<file path="src/rtl/multicycle_control_fsm_pkg.sv">
// Shared types and constants for the multicycle control unit: state encoding,
// opcode class headers, datapath mux selects and fault cause codes.
package multicycle_control_fsm_pkg;

  typedef enum logic [3:0] {
    IDLE    = 4'd0,
    FETCH   = 4'd1,
    DECODE  = 4'd2,
    IMM3    = 4'd3,
    ALU_R3  = 4'd4,
    ALU_RI3 = 4'd5,
    ALU4    = 4'd6,
    BRANCH3 = 4'd7,
    MEM3    = 4'd8,
    LOAD4   = 4'd9,
    STORE4  = 4'd10,
    LOAD5   = 4'd11,
    JUMP3   = 4'd12,
    HALT    = 4'd13,
    FAULT   = 4'd14
  } state_t;

  typedef enum logic [2:0] {
    CLS_ALU_R, CLS_ALU_RI, CLS_BRANCH, CLS_MEMREF,
    CLS_JUMP, CLS_IMM, CLS_HALT, CLS_ILLEGAL
  } op_class_t;

  localparam logic [1:0] HDR_ALU_R  = 2'b00;
  localparam logic [1:0] HDR_ALU_RI = 2'b01;
  localparam logic [2:0] HDR_BRANCH = 3'b100;
  localparam logic [2:0] HDR_MEMREF = 3'b101;
  localparam logic [5:0] OP_JUMP    = 6'b110000;
  localparam logic [5:0] OP_IMM     = 6'b110001;
  localparam logic [5:0] OP_HALT    = 6'b111111;

  localparam logic [1:0] RWD_MDR        = 2'd0;
  localparam logic [1:0] RWD_ALUOUT     = 2'd1;
  localparam logic [1:0] RWD_SE_IMM_BIG = 2'd2;

  localparam logic       SRCA_PC   = 1'b0;
  localparam logic       SRCA_BUSA = 1'b1;

  localparam logic [1:0] SRCB_FOUR         = 2'd0;
  localparam logic [1:0] SRCB_BUSB         = 2'd1;
  localparam logic [1:0] SRCB_SE_LS_OFFSET = 2'd2;
  localparam logic [1:0] SRCB_SE_OFFSET    = 2'd3;

  localparam logic [1:0] PC_ALUOUT       = 2'd0;
  localparam logic [1:0] PC_JUMP_ADDRESS = 2'd1;
  localparam logic [1:0] PC_ALU_DIRECT   = 2'd2;

  localparam logic [1:0] CAUSE_NONE    = 2'd0;
  localparam logic [1:0] CAUSE_ILLEGAL = 2'd1;
  localparam logic [1:0] CAUSE_TIMEOUT = 2'd2;

  localparam int ALU_ADD = 0;

  // Classifies on the six most significant opcode bits.
  function automatic op_class_t classify(input logic [5:0] top);
    if (top[5:4] == HDR_ALU_R)       return CLS_ALU_R;
    else if (top[5:4] == HDR_ALU_RI) return CLS_ALU_RI;
    else if (top[5:3] == HDR_BRANCH) return CLS_BRANCH;
    else if (top[5:3] == HDR_MEMREF) return CLS_MEMREF;
    else if (top == OP_JUMP)         return CLS_JUMP;
    else if (top == OP_IMM)          return CLS_IMM;
    else if (top == OP_HALT)         return CLS_HALT;
    else                             return CLS_ILLEGAL;
  endfunction

endpackage

</file>
<file path="src/rtl/multicycle_control_fsm_if.sv">
// Bundle between the control unit (master) and the datapath/memory side (slave).
interface multicycle_control_fsm_if #(
  parameter int OPCODE_W = 6,
  parameter int ALUOP_W  = 4
);
  logic [OPCODE_W-1:0] opcode;
  logic                mem_ready;
  logic                pcWrite, pcWriteCond, memGetData, memRead, irWrite;
  logic                regWrite, aluSrcA, regTrackSelect;
  logic [1:0]          regWriteDataSelect, aluSrcB, pcSrc;
  logic [ALUOP_W-1:0]  aluOP;
  logic                halted, fault;
  logic [1:0]          fault_cause;
  logic [3:0]          state_o;

  modport master (
    input  opcode, mem_ready,
    output pcWrite, pcWriteCond, memGetData, memRead, irWrite, regWrite, aluSrcA,
           regTrackSelect, regWriteDataSelect, aluSrcB, pcSrc, aluOP,
           halted, fault, fault_cause, state_o
  );

  modport slave (
    output opcode, mem_ready,
    input  pcWrite, pcWriteCond, memGetData, memRead, irWrite, regWrite, aluSrcA,
           regTrackSelect, regWriteDataSelect, aluSrcB, pcSrc, aluOP,
           halted, fault, fault_cause, state_o
  );
endinterface

</file>
<file path="src/rtl/multicycle_control_fsm_control_state_decode.sv">
// Per-state control decode: registered state plus opcode to datapath strobes.
// Purely combinational; only FETCH's pcWrite/irWrite look at the ready input.
module control_state_decode
  import multicycle_control_fsm_pkg::*;
#(
  parameter int OPCODE_W = 6,
  parameter int ALUOP_W  = 4
) (
  input  state_t              state,
  input  logic [OPCODE_W-1:0] opcode,
  input  logic                ready,
  output logic                pcWrite,
  output logic                pcWriteCond,
  output logic                memGetData,
  output logic                memRead,
  output logic                irWrite,
  output logic                regWrite,
  output logic                aluSrcA,
  output logic                regTrackSelect,
  output logic [1:0]          regWriteDataSelect,
  output logic [1:0]          aluSrcB,
  output logic [1:0]          pcSrc,
  output logic [ALUOP_W-1:0]  aluOP
);
  op_class_t op_class;

  assign op_class       = classify(opcode[OPCODE_W-1 -: 6]);
  assign regTrackSelect = (op_class == CLS_BRANCH) ||
                          (op_class == CLS_MEMREF && opcode[OPCODE_W-4]);

  always_comb begin
    // NOTE: every output gets a default before the case so no path infers a latch.
    pcWrite            = 1'b0;
    pcWriteCond        = 1'b0;
    memGetData         = 1'b0;
    memRead            = 1'b0;
    irWrite            = 1'b0;
    regWrite           = 1'b0;
    aluSrcA            = SRCA_PC;
    regWriteDataSelect = RWD_MDR;
    aluSrcB            = SRCB_FOUR;
    pcSrc              = PC_ALUOUT;
    aluOP              = ALUOP_W'(ALU_ADD);
    unique case (state)
      FETCH: begin
        memRead = 1'b1;
        pcSrc   = PC_ALU_DIRECT;
        pcWrite = ready;
        irWrite = ready;
      end
      DECODE:  aluSrcB = SRCB_SE_LS_OFFSET;
      ALU_R3: begin
        aluSrcA = SRCA_BUSA;
        aluSrcB = SRCB_BUSB;
        aluOP   = opcode[ALUOP_W-1:0];
      end
      ALU_RI3: begin
        aluSrcA = SRCA_BUSA;
        aluSrcB = SRCB_SE_OFFSET;
        aluOP   = opcode[ALUOP_W-1:0];
      end
      ALU4: begin
        regWrite           = 1'b1;
        regWriteDataSelect = RWD_ALUOUT;
      end
      BRANCH3: begin
        pcWriteCond = 1'b1;
        aluSrcA     = SRCA_BUSA;
        aluSrcB     = SRCB_BUSB;
        aluOP       = {1'b1, opcode[ALUOP_W-2:0]};
      end
      MEM3: begin
        aluSrcA = SRCA_BUSA;
        aluSrcB = SRCB_SE_OFFSET;
      end
      LOAD4: begin
        memGetData = 1'b1;
        memRead    = 1'b1;
      end
      LOAD5:   regWrite = 1'b1;
      STORE4:  memGetData = 1'b1;
      JUMP3: begin
        pcWrite = 1'b1;
        pcSrc   = PC_JUMP_ADDRESS;
      end
      IMM3: begin
        regWrite           = 1'b1;
        regWriteDataSelect = RWD_SE_IMM_BIG;
      end
      // Trap states keep the memory in read mode so no write can leak out.
      HALT, FAULT: memRead = 1'b1;
      default: ;
    endcase
  end
endmodule

</file>
<file path="src/rtl/multicycle_control_fsm.sv">
// Multicycle control unit: state register, memory wait/timeout tracking and
// sticky HALT/fault trapping; per-state strobes come from control_state_decode.
module multicycle_control_fsm
  import multicycle_control_fsm_pkg::*;
#(
  parameter int OPCODE_W = 6,
  parameter int ALUOP_W  = 4,
  parameter bit MEM_WAIT = 1'b1,
  parameter int TIMEOUT  = 0
) (
  input logic                     clk,
  input logic                     rst_n,
  multicycle_control_fsm_if.master bus
);
  localparam int CNT_W = (TIMEOUT < 2) ? 1 : $clog2(TIMEOUT);
  localparam logic [CNT_W-1:0] CNT_LAST = CNT_W'((TIMEOUT > 0) ? TIMEOUT - 1 : 0);

  state_t           state, state_next;
  logic [CNT_W-1:0] wait_cnt, wait_cnt_next;
  logic [1:0]       cause, cause_next;
  logic             ready, waiting, timeout;
  op_class_t        op_class;

  assign ready    = MEM_WAIT ? bus.mem_ready : 1'b1;
  assign op_class = classify(bus.opcode[OPCODE_W-1 -: 6]);
  assign waiting  = (state inside {FETCH, LOAD4, STORE4}) && !ready;
  // Fires on the TIMEOUT-th consecutive wait cycle; a ready in that cycle wins.
  assign timeout  = (TIMEOUT > 0) && waiting && (wait_cnt == CNT_LAST);

  always_comb begin
    state_next    = state;
    cause_next    = cause;
    wait_cnt_next = (waiting && !timeout) ? wait_cnt + 1'b1 : '0;
    unique case (state)
      IDLE:    state_next = FETCH;
      FETCH:   if (ready) state_next = DECODE;
      DECODE: begin
        unique case (op_class)
          CLS_ALU_R:  state_next = ALU_R3;
          CLS_ALU_RI: state_next = ALU_RI3;
          CLS_BRANCH: state_next = BRANCH3;
          CLS_MEMREF: state_next = MEM3;
          CLS_JUMP:   state_next = JUMP3;
          CLS_IMM:    state_next = IMM3;
          CLS_HALT:   state_next = HALT;
          default: begin
            state_next = FAULT;
            cause_next = CAUSE_ILLEGAL;
          end
        endcase
      end
      ALU_R3, ALU_RI3:             state_next = ALU4;
      MEM3:   state_next = bus.opcode[OPCODE_W-4] ? STORE4 : LOAD4;
      LOAD4:   if (ready) state_next = LOAD5;
      STORE4:  if (ready) state_next = FETCH;
      ALU4, BRANCH3, LOAD5, JUMP3, IMM3: state_next = FETCH;
      HALT, FAULT:                 state_next = state;
      default:                     state_next = IDLE;
    endcase
    if (timeout) begin
      state_next = FAULT;
      cause_next = CAUSE_TIMEOUT;
    end
  end

  // NOTE: sequential state uses non-blocking assignments so every register sees pre-edge values.
  always_ff @(posedge clk or negedge rst_n) begin
    if (!rst_n) begin
      state    <= IDLE;
      wait_cnt <= '0;
      cause    <= CAUSE_NONE;
    end else begin
      state    <= state_next;
      wait_cnt <= wait_cnt_next;
      cause    <= cause_next;
    end
  end

  assign bus.halted      = (state == HALT);
  assign bus.fault       = (state == FAULT);
  assign bus.fault_cause = cause;
  assign bus.state_o     = state;

  control_state_decode #(
    .OPCODE_W(OPCODE_W),
    .ALUOP_W (ALUOP_W)
  ) u_decode (
    .state             (state),
    .opcode            (bus.opcode),
    .ready             (ready),
    .pcWrite           (bus.pcWrite),
    .pcWriteCond       (bus.pcWriteCond),
    .memGetData        (bus.memGetData),
    .memRead           (bus.memRead),
    .irWrite           (bus.irWrite),
    .regWrite          (bus.regWrite),
    .aluSrcA           (bus.aluSrcA),
    .regTrackSelect    (bus.regTrackSelect),
    .regWriteDataSelect(bus.regWriteDataSelect),
    .aluSrcB           (bus.aluSrcB),
    .pcSrc             (bus.pcSrc),
    .aluOP             (bus.aluOP)
  );
endmodule
</file>
<file path="src/flat_wrapper.sv">
// flat-port wrapper written by rule: the top's interface ports become plain ports
module multicycle_control_fsm_flat import multicycle_control_fsm_pkg::*;
#(
  parameter int OPCODE_W = 6,
  parameter int ALUOP_W  = 4,
  parameter bit MEM_WAIT = 1'b1,
  parameter int TIMEOUT  = 0
)
  (clk, rst_n, bus_opcode, bus_mem_ready, bus_pcWrite, bus_pcWriteCond, bus_memGetData, bus_memRead, bus_irWrite, bus_regWrite, bus_aluSrcA, bus_regTrackSelect, bus_regWriteDataSelect, bus_aluSrcB, bus_pcSrc, bus_aluOP, bus_halted, bus_fault, bus_fault_cause, bus_state_o);
  multicycle_control_fsm_if #(.OPCODE_W(OPCODE_W), .ALUOP_W(ALUOP_W)) bus_i ();
  input logic clk;
  input logic rst_n;
  input wire logic [$bits(bus_i.opcode)-1:0] bus_opcode;
  input wire logic [$bits(bus_i.mem_ready)-1:0] bus_mem_ready;
  output wire logic [$bits(bus_i.pcWrite)-1:0] bus_pcWrite;
  output wire logic [$bits(bus_i.pcWriteCond)-1:0] bus_pcWriteCond;
  output wire logic [$bits(bus_i.memGetData)-1:0] bus_memGetData;
  output wire logic [$bits(bus_i.memRead)-1:0] bus_memRead;
  output wire logic [$bits(bus_i.irWrite)-1:0] bus_irWrite;
  output wire logic [$bits(bus_i.regWrite)-1:0] bus_regWrite;
  output wire logic [$bits(bus_i.aluSrcA)-1:0] bus_aluSrcA;
  output wire logic [$bits(bus_i.regTrackSelect)-1:0] bus_regTrackSelect;
  output wire logic [$bits(bus_i.regWriteDataSelect)-1:0] bus_regWriteDataSelect;
  output wire logic [$bits(bus_i.aluSrcB)-1:0] bus_aluSrcB;
  output wire logic [$bits(bus_i.pcSrc)-1:0] bus_pcSrc;
  output wire logic [$bits(bus_i.aluOP)-1:0] bus_aluOP;
  output wire logic [$bits(bus_i.halted)-1:0] bus_halted;
  output wire logic [$bits(bus_i.fault)-1:0] bus_fault;
  output wire logic [$bits(bus_i.fault_cause)-1:0] bus_fault_cause;
  output wire logic [$bits(bus_i.state_o)-1:0] bus_state_o;
  assign bus_i.opcode = bus_opcode;
  assign bus_i.mem_ready = bus_mem_ready;
  assign bus_pcWrite = bus_i.pcWrite;
  assign bus_pcWriteCond = bus_i.pcWriteCond;
  assign bus_memGetData = bus_i.memGetData;
  assign bus_memRead = bus_i.memRead;
  assign bus_irWrite = bus_i.irWrite;
  assign bus_regWrite = bus_i.regWrite;
  assign bus_aluSrcA = bus_i.aluSrcA;
  assign bus_regTrackSelect = bus_i.regTrackSelect;
  assign bus_regWriteDataSelect = bus_i.regWriteDataSelect;
  assign bus_aluSrcB = bus_i.aluSrcB;
  assign bus_pcSrc = bus_i.pcSrc;
  assign bus_aluOP = bus_i.aluOP;
  assign bus_halted = bus_i.halted;
  assign bus_fault = bus_i.fault;
  assign bus_fault_cause = bus_i.fault_cause;
  assign bus_state_o = bus_i.state_o;
  multicycle_control_fsm #(.OPCODE_W(OPCODE_W), .ALUOP_W(ALUOP_W), .MEM_WAIT(MEM_WAIT), .TIMEOUT(TIMEOUT)) u_core (.clk(clk), .rst_n(rst_n), .bus(bus_i));
endmodule
</file>
<file path="config.mk">
export PLATFORM = sky130hd
export DESIGN_NAME = multicycle_control_fsm_flat
export DESIGN_NICKNAME = d
export VERILOG_FILES = /design/src/rtl/multicycle_control_fsm_pkg.sv /design/src/rtl/multicycle_control_fsm_if.sv /design/src/rtl/multicycle_control_fsm_control_state_decode.sv /design/src/rtl/multicycle_control_fsm.sv /design/src/flat_wrapper.sv
export SDC_FILE = /design/constraint.sdc
export NUM_CORES = 1
export LEC_CHECK = 0
export CELL_PAD_IN_SITES_DETAIL_PLACEMENT = 1
export CELL_PAD_IN_SITES_GLOBAL_PLACEMENT = 2
export CORE_UTILIZATION = 18
export CTS_BUF_LIST = sky130_fd_sc_hd__clkbuf_4
export CTS_CLUSTER_DIAMETER = 60
export DETAILED_ROUTE_END_ITERATION = 10
export GPL_ROUTABILITY_DRIVEN = 1
export GPL_TIMING_DRIVEN = 1
export HOLD_SLACK_MARGIN = 0.15
export PLACE_DENSITY_LB_ADDON = 0.15
export SYNTH_ARGS = -nofsm -noshare
export SYNTH_HDL_FRONTEND = slang
export SYNTH_SLANG_ARGS = --single-unit
</file>
<file path="constraint.sdc">
create_clock -name clk -period 1.1 [get_ports clk]
set_input_delay 0.11 -clock clk [delete_from_list [all_inputs] [get_ports clk]]
set_output_delay 0.11 -clock clk [all_outputs]
set_load 0.005 [all_outputs]
</file>
==> results.cfg <==
[layout]
num_antenna_cells = 0
final_layout_size_suffix_gt1_share_pct = 74.3
nets = 189
area.growth.synth_to_final_pct = 173

[synth]
post_synth_num_cell_types = 37
ys_ff_latch = 5
yosysSeqAreaShare_pct = 19.6
synth_ff_type = dfrtp_1
synth_fa_ha_area_share_pct = 0
synth_compound_area_share_pct = 20.4
synth.area.mux_share_pct = 3.33
synth_edf_count = 0
syn_area_sq_um = 639
syn-num-nets = 102
synth_xor_area_share_pct = 1.37
syn_inst = 93
synth_top_family_by_area = simple AND/OR/NAND/NOR gates
async_flop_share_pct = 100
yosysWarnings = 0
synth.avg_cell_area_sq_um = 6.87
synth-simple-area-share_pct = 46.6

[clock_tree]
htree_num_levels = 1
clock_latency_ns = 0.23
clockBufferDepth = 2
numCtsBuffers = 3
clk_pin_slew_ns = 0.05
cts_tree = done
numClockSinks = 5
cts_root_buf = clkbuf_4

[floorplan]
rows = 21
die_y_um = 61.6
die_x_um = 61.6
design.core.area_sq_mm = 0.00336
pin_count = 35
dieArea_sq_mm = 0.00379
start_util_pct = 19.0

[routing]
first_pass_iters = 4
final_antenna_net_count = 0
drc = 0
via_count = 1022
wire_per_inst_um = 15.8
finalWirelength_mm = 3.55
drt-initial-drc-count = 21
viasPerCell = 4.54

[worst_hold_path]
whs_path_depth = 4
hold_path.class = in2reg

[worst_setup_path]
cp_cell_sequence = buf_4 > nand2b_4 > mux2i_1 > and2_1 > buf_2
endpoint_kind = output pin
critPathMaxFanout = 5
ff2ff_path_depth = 7
cp.arrival_ns = 1.44
reg2reg_setup_slack_ns = -0.39
cp.required_ns = 0.99
critPathLaunchType = register
slowest_stage = dfrtp_1
crit_path_max_incr_delay_ns = 0.42
crit_type = reg2out

[timing]
fmax_ghz = 0.646
finalSetupViolCount = 27
fin_skew_ns = 0.00416
fin_crit_sh_pct = 141
whs_ns = 0.374
min_period_ns = 1.55
rsz0062_at_grt = yes
drv_slew = 0
fin_ws_ns = -0.448
hold_viol = 0

[run_status]
status = complete, but fails checks
violations = negative setup slack

[placement]
routabilityCongestion = 0.740
pre_cts_ws_ns = -0.540
io_buffers = 33
dp_hpwl_mm = 2.07

[grt]
grt_pass1_vias = 1127
grt_first_pass_wirelength_mm = 5.40
grt_use_total_pct = 19.6
antenna_found_initial = 0
grt_overflow = 0
grt_max_degree = 9

[job]
cap_violations = 0

[power_and_ir_drop]
ir_worst_vdd_mv = 0.609
p_per_area_mw_per_mm2 = 2560
leakage_uw = 0.000827
==> report_power, final <==
part / switching, uW / internal [uW] / total (uW)
clock network: 70.6 / 161 / 232
logic: 1630 / 2190 / 3820
registers: 132 / 279 / 412
total: 1830 / 2630 / 4470
==> cell usage after synthesis, types with 2 or more instances <==
master / number / area [sq um]
a21boi_0: 2 / 15.0
a21oi_1: 5 / 25.0
and2_1: 2 / 12.5
and2b_1: 2 / 15.0
and3_1: 3 / 18.8
buf_2: 3 / 15.0
buf_4: 3 / 22.5
dfrtp_1: 5 / 125
nand2_1: 9 / 33.8
nand2b_1: 7 / 43.8
nand3_1: 4 / 20.0
nand3b_1: 3 / 22.5
nand4_1: 3 / 18.8
nor2_1: 10 / 37.5
nor3_1: 5 / 25.0
o21ai_0: 5 / 25.0
o22ai_1: 2 / 12.5
==> timing repair <==
| action | CTS | global route |
|---|---|---|
| pin swaps | 24 | 13 |
| hold buffers | 1 | 0 |
| setup buffers | 26 | 8 |
| resized for setup | 184 | 19 |
| endpoints found under the setup margin | 30 | 29 |
| hold endpoints to repair | 5 | 0 |
==> area by class of cell <==
cell class,count,area (sq um)
clock buffer,4,30.0
fill,423,1620
inverter,1,3.75
multi-input combinational,80,717
sequential,5,129
tap,46,57.6
timing repair buffer,89,808
==> layer usage <==
layer / vias to the layer above / part of all wire [%] / GRT usage, % / wire (um)
met1: 490 / 39 / 22.0 / 1380
met3: 6 / 3.5 / 0.630 / 124
met5: - / 0 / 0 / 0
li1: 500 / - / - / -
met2: 26 / 56 / 39.8 / 2000
met4: 0 / 1.3 / 4.76 / 46
==> cells in the final DEF, fill, tap and decap left out, types with 3 or more instances in the layout <==
cell	Yosys	layout
nand2_1	9	6
clkbuf_4	0	4
nor2_4	0	5
nand2_4	0	3
nand2b_4	0	5
clkdlybuf4s50_1	0	6
nand3b_1	3	3
nor2_1	10	5
dfrtp_2	0	3
nand4_1	3	3
nor3_2	1	3
a21oi_2	1	5
and3_4	0	3
buf_4	3	25
o21ai_2	0	5
buf_6	1	32
buf_2	3	18
==> final timing paths <==
check / startpoint / endpoint
setup / recovery: u_core.bus.state_o[3] / bus_regWrite
hold / removal: bus_opcode[4] / u_core.bus.fault_cause[0]
setup reg to reg: u_core.bus.state_o[2] / u_core.bus.state_o[1]
hold reg to reg: u_core.bus.fault_cause[0] / u_core.bus.fault_cause[0]
max in group asynchronous: rst_n / u_core.bus.state_o[0]
min in group asynchronous: rst_n / u_core.bus.fault_cause[0]
==> kinds of logic (layout without fill, tap and decap cells) <==
group,Yosys count,in the layout
compound gates,21,21
mux,2,2
simple gates,55,55
other cells,1,1
xor+xnor,1,1
buf+inv,8,94
flops,5,5
==> sequential cells by signal, indices dropped and copies added, names as in the netlist <==
name and cells:
u_core.bus.state_o 4, u_core.bus.fault_cause 1
==> critical path, delay by kind of cell, from the launching register on <==
kind	cells	cell delay (ns)
muxes	1	0.17
DFF	1	0.42
and+or+nand+nor	2	0.34
buffers and inverters	2	0.28
==> stage by stage <==
stage	total power [uW]	setup TNS (ns)	std cells	utilization [%]	cell area, sq um
after floorplan	1420	-0.0814	93	-	664
after global placement	2570	-10.88	192	35.6	1200
after detailed placement	2610	-11.26	192	35.6	1200
after CTS	4080	-7.57	222	49.4	1660
after global routing	4750	-9.54	225	51.9	1750
final	4470	-8.20	225	51.9	1750
Power figures use the tool's default switching activity.
==> RTL edit 1 (same flow settings) <==
`MEM_WAIT` is set to 1'b1 in 2 places; all go to 1'b0.
--- a/src/rtl/multicycle_control_fsm.sv
+++ b/src/rtl/multicycle_control_fsm.sv
@@ -6,5 +6,5 @@
   parameter int OPCODE_W = 6,
   parameter int ALUOP_W  = 4,
-  parameter bit MEM_WAIT = 1'b1,
+  parameter bit MEM_WAIT = 1'b0,
   parameter int TIMEOUT  = 0
 ) (
--- a/src/flat_wrapper.sv
+++ b/src/flat_wrapper.sv
@@ -4,5 +4,5 @@
   parameter int OPCODE_W = 6,
   parameter int ALUOP_W  = 4,
-  parameter bit MEM_WAIT = 1'b1,
+  parameter bit MEM_WAIT = 1'b0,
   parameter int TIMEOUT  = 0
 )
Check against the original RTL: not equivalent (Yosys sat finds a counterexample within 4 cycles, from zero or initial values and one cycle with rst_n low).
==> RTL edit 1 against the unedited design <==
The flow still finishes with violations (setup timing); worst setup slack got worse by 0.066 ns; die area shrank 6.6%; count of clock-buffer cells in the layout stayed put; design area is 8.0% lower; sequential cell count stayed put; via count down 8.6%; area after synthesis shrank 6.8%; final cell count shrank 8.4%; wire length fell by 8.2%; critical path type unchanged; critical endpoint is now bus_aluSrcB[0].
Power is left out: it rests on default switching activity, and per cell area and clock period it moved more than threefold.
==> RTL edit 1: results (changes against the unedited design) <==
INFO  metric result_of_the_run = complete, but fails checks
INFO  metric failed_checks = setup timing
INFO  metric dpl.cell_count = 179 (-6.8%)
INFO  metric final_nets = 172 (-9.0%)
INFO  metric clkSlewWorstSetupHoldPaths = 0.05 ns (about the same)
INFO  metric netlist_top_cells_area = dfrtp_1 (21%), nor2_1 (6.3%), nand2_1 (4.4%)
INFO  metric critPathMaxFanout = 4 (-1)
INFO  metric numCtsBuffers = 3 (unchanged)
INFO  metric postSynth.asyncResetShare = 1.00 (unchanged)
INFO  metric netlist_top_cells_count = nor2_1 (10), nand2_1 (7), dfrtp_1 (5), o21ai_0 (5)
INFO  metric placed_area = 0.00117 mm2 (-2.5%)
INFO  metric met1_length = 1320 um (-4.9%)
INFO  metric critical_path_arrival = 1.50 ns (+0.06 ns)
INFO  metric ant_nets = 0 (unchanged)
INFO  metric groute.layer.met1.usage = 0.217 (-0.00301)
INFO  metric net_count_after_synthesis = 93 (-8.8%)
INFO  metric drive_gt1_frac = 0.679 (-0.0640)
INFO  metric synth_largest_type_area_fraction = 0.210 (+0.0144)
INFO  metric antennaDiodeCount = 0 (unchanged)
INFO  metric hold_path.class = in2reg
INFO  metric grt_pass1_wl = 4680 um (-13%)
INFO  metric place_congestion = 0.796 (+7.5%)
INFO  metric grt_max_degree = 10 (+1)
INFO  metric groute.layer.met3.usage = 0.0197 (+0.0133)
INFO  metric post_cts_buffers = 16 (-38%)
INFO  metric postCtsResizedCells = 145 (-21%)
INFO  metric routed.top_layer = met4
INFO  metric die_width = 59.5 um (-3.4%)
INFO  metric clock_tree.buffer_depth = 2 (unchanged)
INFO  metric synth_sequential_area_ratio = 0.210 (+0.0144)
INFO  metric final_cell_count_no_fill = 206 (-8.4%)
INFO  metric route.met2.wl = 1810 um (-9.2%)
INFO  metric placement.io_buffers = 32 (-3.0%)
INFO  metric layout_setup_ws = -0.515 ns (-0.0664 ns)
INFO  metric first_pass_iters = 3 (-1)
INFO  metric total_number_of_vias = 934 (-8.6%)
INFO  metric final_report_setup_violation_count = 26 (-3.7%)
INFO  metric number_of_global_route_vias_before_repair = 945 (-16%)
INFO  metric postSynthAreaPerCell = 7.09 um2 (+3.1%)
INFO  metric globalRouteTotalUtil = 0.180 (-0.0159)
INFO  metric hpwlAfterDp = 1830 um (-11%)
INFO  metric final.setup.tns = -9.15 ns (-0.945 ns)
INFO  metric dominantRegCellSynth = dfrtp_1
INFO  metric clk_latency = 0.24 ns
INFO  metric fin_worst_skew = 0.00247 ns (-0.00169 ns)
INFO  metric wl_per_cell = 15.8 um (+0.30%)
INFO  metric netlist-cell-type-count = 34 (-8.1%)
INFO  metric global_route.usage.met2 = 0.348 (-0.0495)
INFO  metric wl_met3 = 92 um (-26%)
==> RTL edit 1: changes by cell type in the layout (fill, tap and decap cells not counted), sizes merged, moves of 3 or more <==
cell / before / now
nand3: 4 / 0
buf: 79 / 70
clkbuf: 4 / 7
a21oi: 6 / 3
nand2b: 7 / 3
nand2: 10 / 7
==> RTL edit 1: layout make-up <==
| class | count | area (um2) |
|---|---|---|
| clock buffers | 4 | 30.0 |
| well taps | 44 | 55.1 |
| fillers | 384 | 1500 |
| multi-input cells | 68 | 617 |
| flip-flops and latches | 5 | 128 |
| inverters | 3 | 16.3 |
| repair buffers | 82 | 759 |
==> RTL edit 1: logic make-up after synthesis <==
logic type	after synthesis	synth area share
and+or+nand+nor	42	0.399
AOI/OAI and AO/OA	23	0.263
buffers and inverters	11	0.0903
DFF	5	0.210
xor gates and xnor gates	1	0.0147
muxes	1	0.0168
other	1	0.00630
==> RTL edit 1: path summary, 6_finish.rpt <==
check	start	end	slack (ns)	cells past startpoint
worst max register to register	u_core.bus.state_o[0]$_DFFE_PN0N_	u_core.bus.state_o[1]$_DFFE_PN0N_	-0.48	6
min in group asynchronous	rst_n	u_core.bus.state_o[3]$_DFFE_PN0N_	0.64	2
max in group asynchronous	rst_n	u_core.bus.state_o[2]$_DFFE_PN0N_	0.25	2
worst min-delay path	bus_opcode[4]	u_core.bus.fault_cause[0]$_DFFE_PN0P_	0.42	3
worst max-delay path	u_core.bus.state_o[2]$_DFFE_PN0N_	bus_aluSrcB[0]	-0.51	4
worst min register to register	u_core.bus.fault_cause[0]$_DFFE_PN0P_	u_core.bus.fault_cause[0]$_DFFE_PN0P_	0.47	1
==> RTL edit 1: worst max-delay path, cell delays in order (launching register included) <==
cell	delay, ns
dfrtp_2	0.47
buf_6	0.15
or2_4	0.25
o32ai_2	0.23
buf_2	0.16
==> RTL edit 2 (same flow settings) <==
Without the edit above. Put a register stage on the output `bus.fault`, without a reset. The value now appears one clock later.
--- a/src/rtl/multicycle_control_fsm.sv
+++ b/src/rtl/multicycle_control_fsm.sv
@@ -78,5 +78,7 @@
 
   assign bus.halted      = (state == HALT);
-  assign bus.fault       = (state == FAULT);
+  always_ff @(posedge clk) begin
+    bus.fault <= (state == FAULT);
+  end
   assign bus.fault_cause = cause;
   assign bus.state_o     = state;
Function: changed (a bounded check fails within 4 cycles, from zero or initial values and one cycle with rst_n low).
==> RTL edit 2 against the unedited design <==
The flow still finishes with violations (setup timing); clock skew decreased by 0.0036 ns; sequential cell count increased by 1; highest routed layer unchanged; design area is 2.2% lower; non-clock buffer count rose by 3; power fell by 3.0%; area after synthesis rose by 2.7%; worst setup slack got worse by 0.028 ns; synthesized cell count up 1.1%; first-iteration DRC count down 76%; wire length down 9.3%; fmax shrank 1.7%.
==> RTL edit 2: results (changes against the unedited design) <==
INFO  metric result_of_the_run = complete, but fails checks
INFO  metric failed_checks = setup timing
INFO  metric groute.layer.met1.usage = 0.184 (-0.0364)
INFO  metric layout.non_clock_buffers = 92 (+3.4%)
INFO  metric postCtsResizedCells = 155 (-16%)
INFO  metric netlist_top_cells_count = nor2_1 (10), nand2_1 (8), a21oi_1 (7), nand2b_1 (7)
INFO  metric multi_input_area_share = 0.386 (-0.0247)
INFO  metric fin_worst_hold_slack = 0.442 ns (+0.0677 ns)
INFO  metric groute.layer.met3.usage = 0.0328 (+0.0265)
INFO  metric first_pass_iters = 3 (-1)
INFO  metric critical_path_arrival = 1.74 ns (+0.30 ns)
INFO  metric multiInputGateArea = 659 um2 (-8.0%)
INFO  metric drt_wl_total = 3220 um (-9.3%)
INFO  metric synth_sequential_area_ratio = 0.221 (+0.0253)
INFO  metric sw_frac_of_total = 0.388 (-0.0226)
INFO  metric route.met2.wl = 1660 um (-17%)
INFO  metric cpMaxStageDelayCell = dfrtp_2
INFO  metric grt_pass1_wl = 5000 um (-7.5%)
INFO  metric placed_area = 0.00126 mm2 (+5.4%)
INFO  metric setup.worst_path.end_class = flop
INFO  metric drt-initial-drc-count = 5 (-76%)
INFO  metric dp_worst_setup_slack = -0.596 ns (-0.0557 ns)
INFO  metric total_number_of_vias = 993 (-2.8%)
INFO  metric min_to = u_core.bus.state_o[3]$_DFFE_PN0P_
INFO  metric post_cts_buffers = 21 (-19%)
INFO  metric grt_max_degree = 14 (+5)
INFO  metric final_report_setup_violation_count = 27 (unchanged)
INFO  metric met1_length = 1360 um (-1.6%)
INFO  metric number_of_global_route_vias_before_repair = 1,051 (-6.7%)
INFO  metric layout_setup_ws = -0.476 ns (-0.0276 ns)
INFO  metric final_nets = 190 (+0.53%)
INFO  metric r2r_cells = 6 (-1)
INFO  metric filler_cell_count = 417 (-1.4%)
[RTL edit 2: cell types whose count changed after synthesis, moves of 2 or more]
cell      before  now
a21boi_0       2    0
a21oi_1        5    7
and2b_1        2    0
buf_4          3    1
clkbuf_1       0    6
nand3b_1       3    1
nand4_1        3    1
nor2b_1        1    5
nor3_1         5    3
nor3b_1        0    2
[RTL edit 2: per-stage QoR]
stage               TNS, ns  cells
global route         -10.26    226
floorplan            -0.388     94
detailed placement   -12.15    194
finish                -8.70    226
global placement     -11.75    194
CTS                   -8.33    219
[RTL edit 2: power by group through the flow]
stage | combinational [mW] | sequential (mW) | clock (mW)
3_3_place_gp | 2.19 | 0.436 | 0
3_5_place_dp | 2.22 | 0.438 | 0
2_1_floorplan | 0.937 | 0.430 | 0
5_1_grt | 3.90 | 0.435 | 0.282
6_report | 3.65 | 0.429 | 0.256
4_1_cts | 3.09 | 0.426 | 0.256
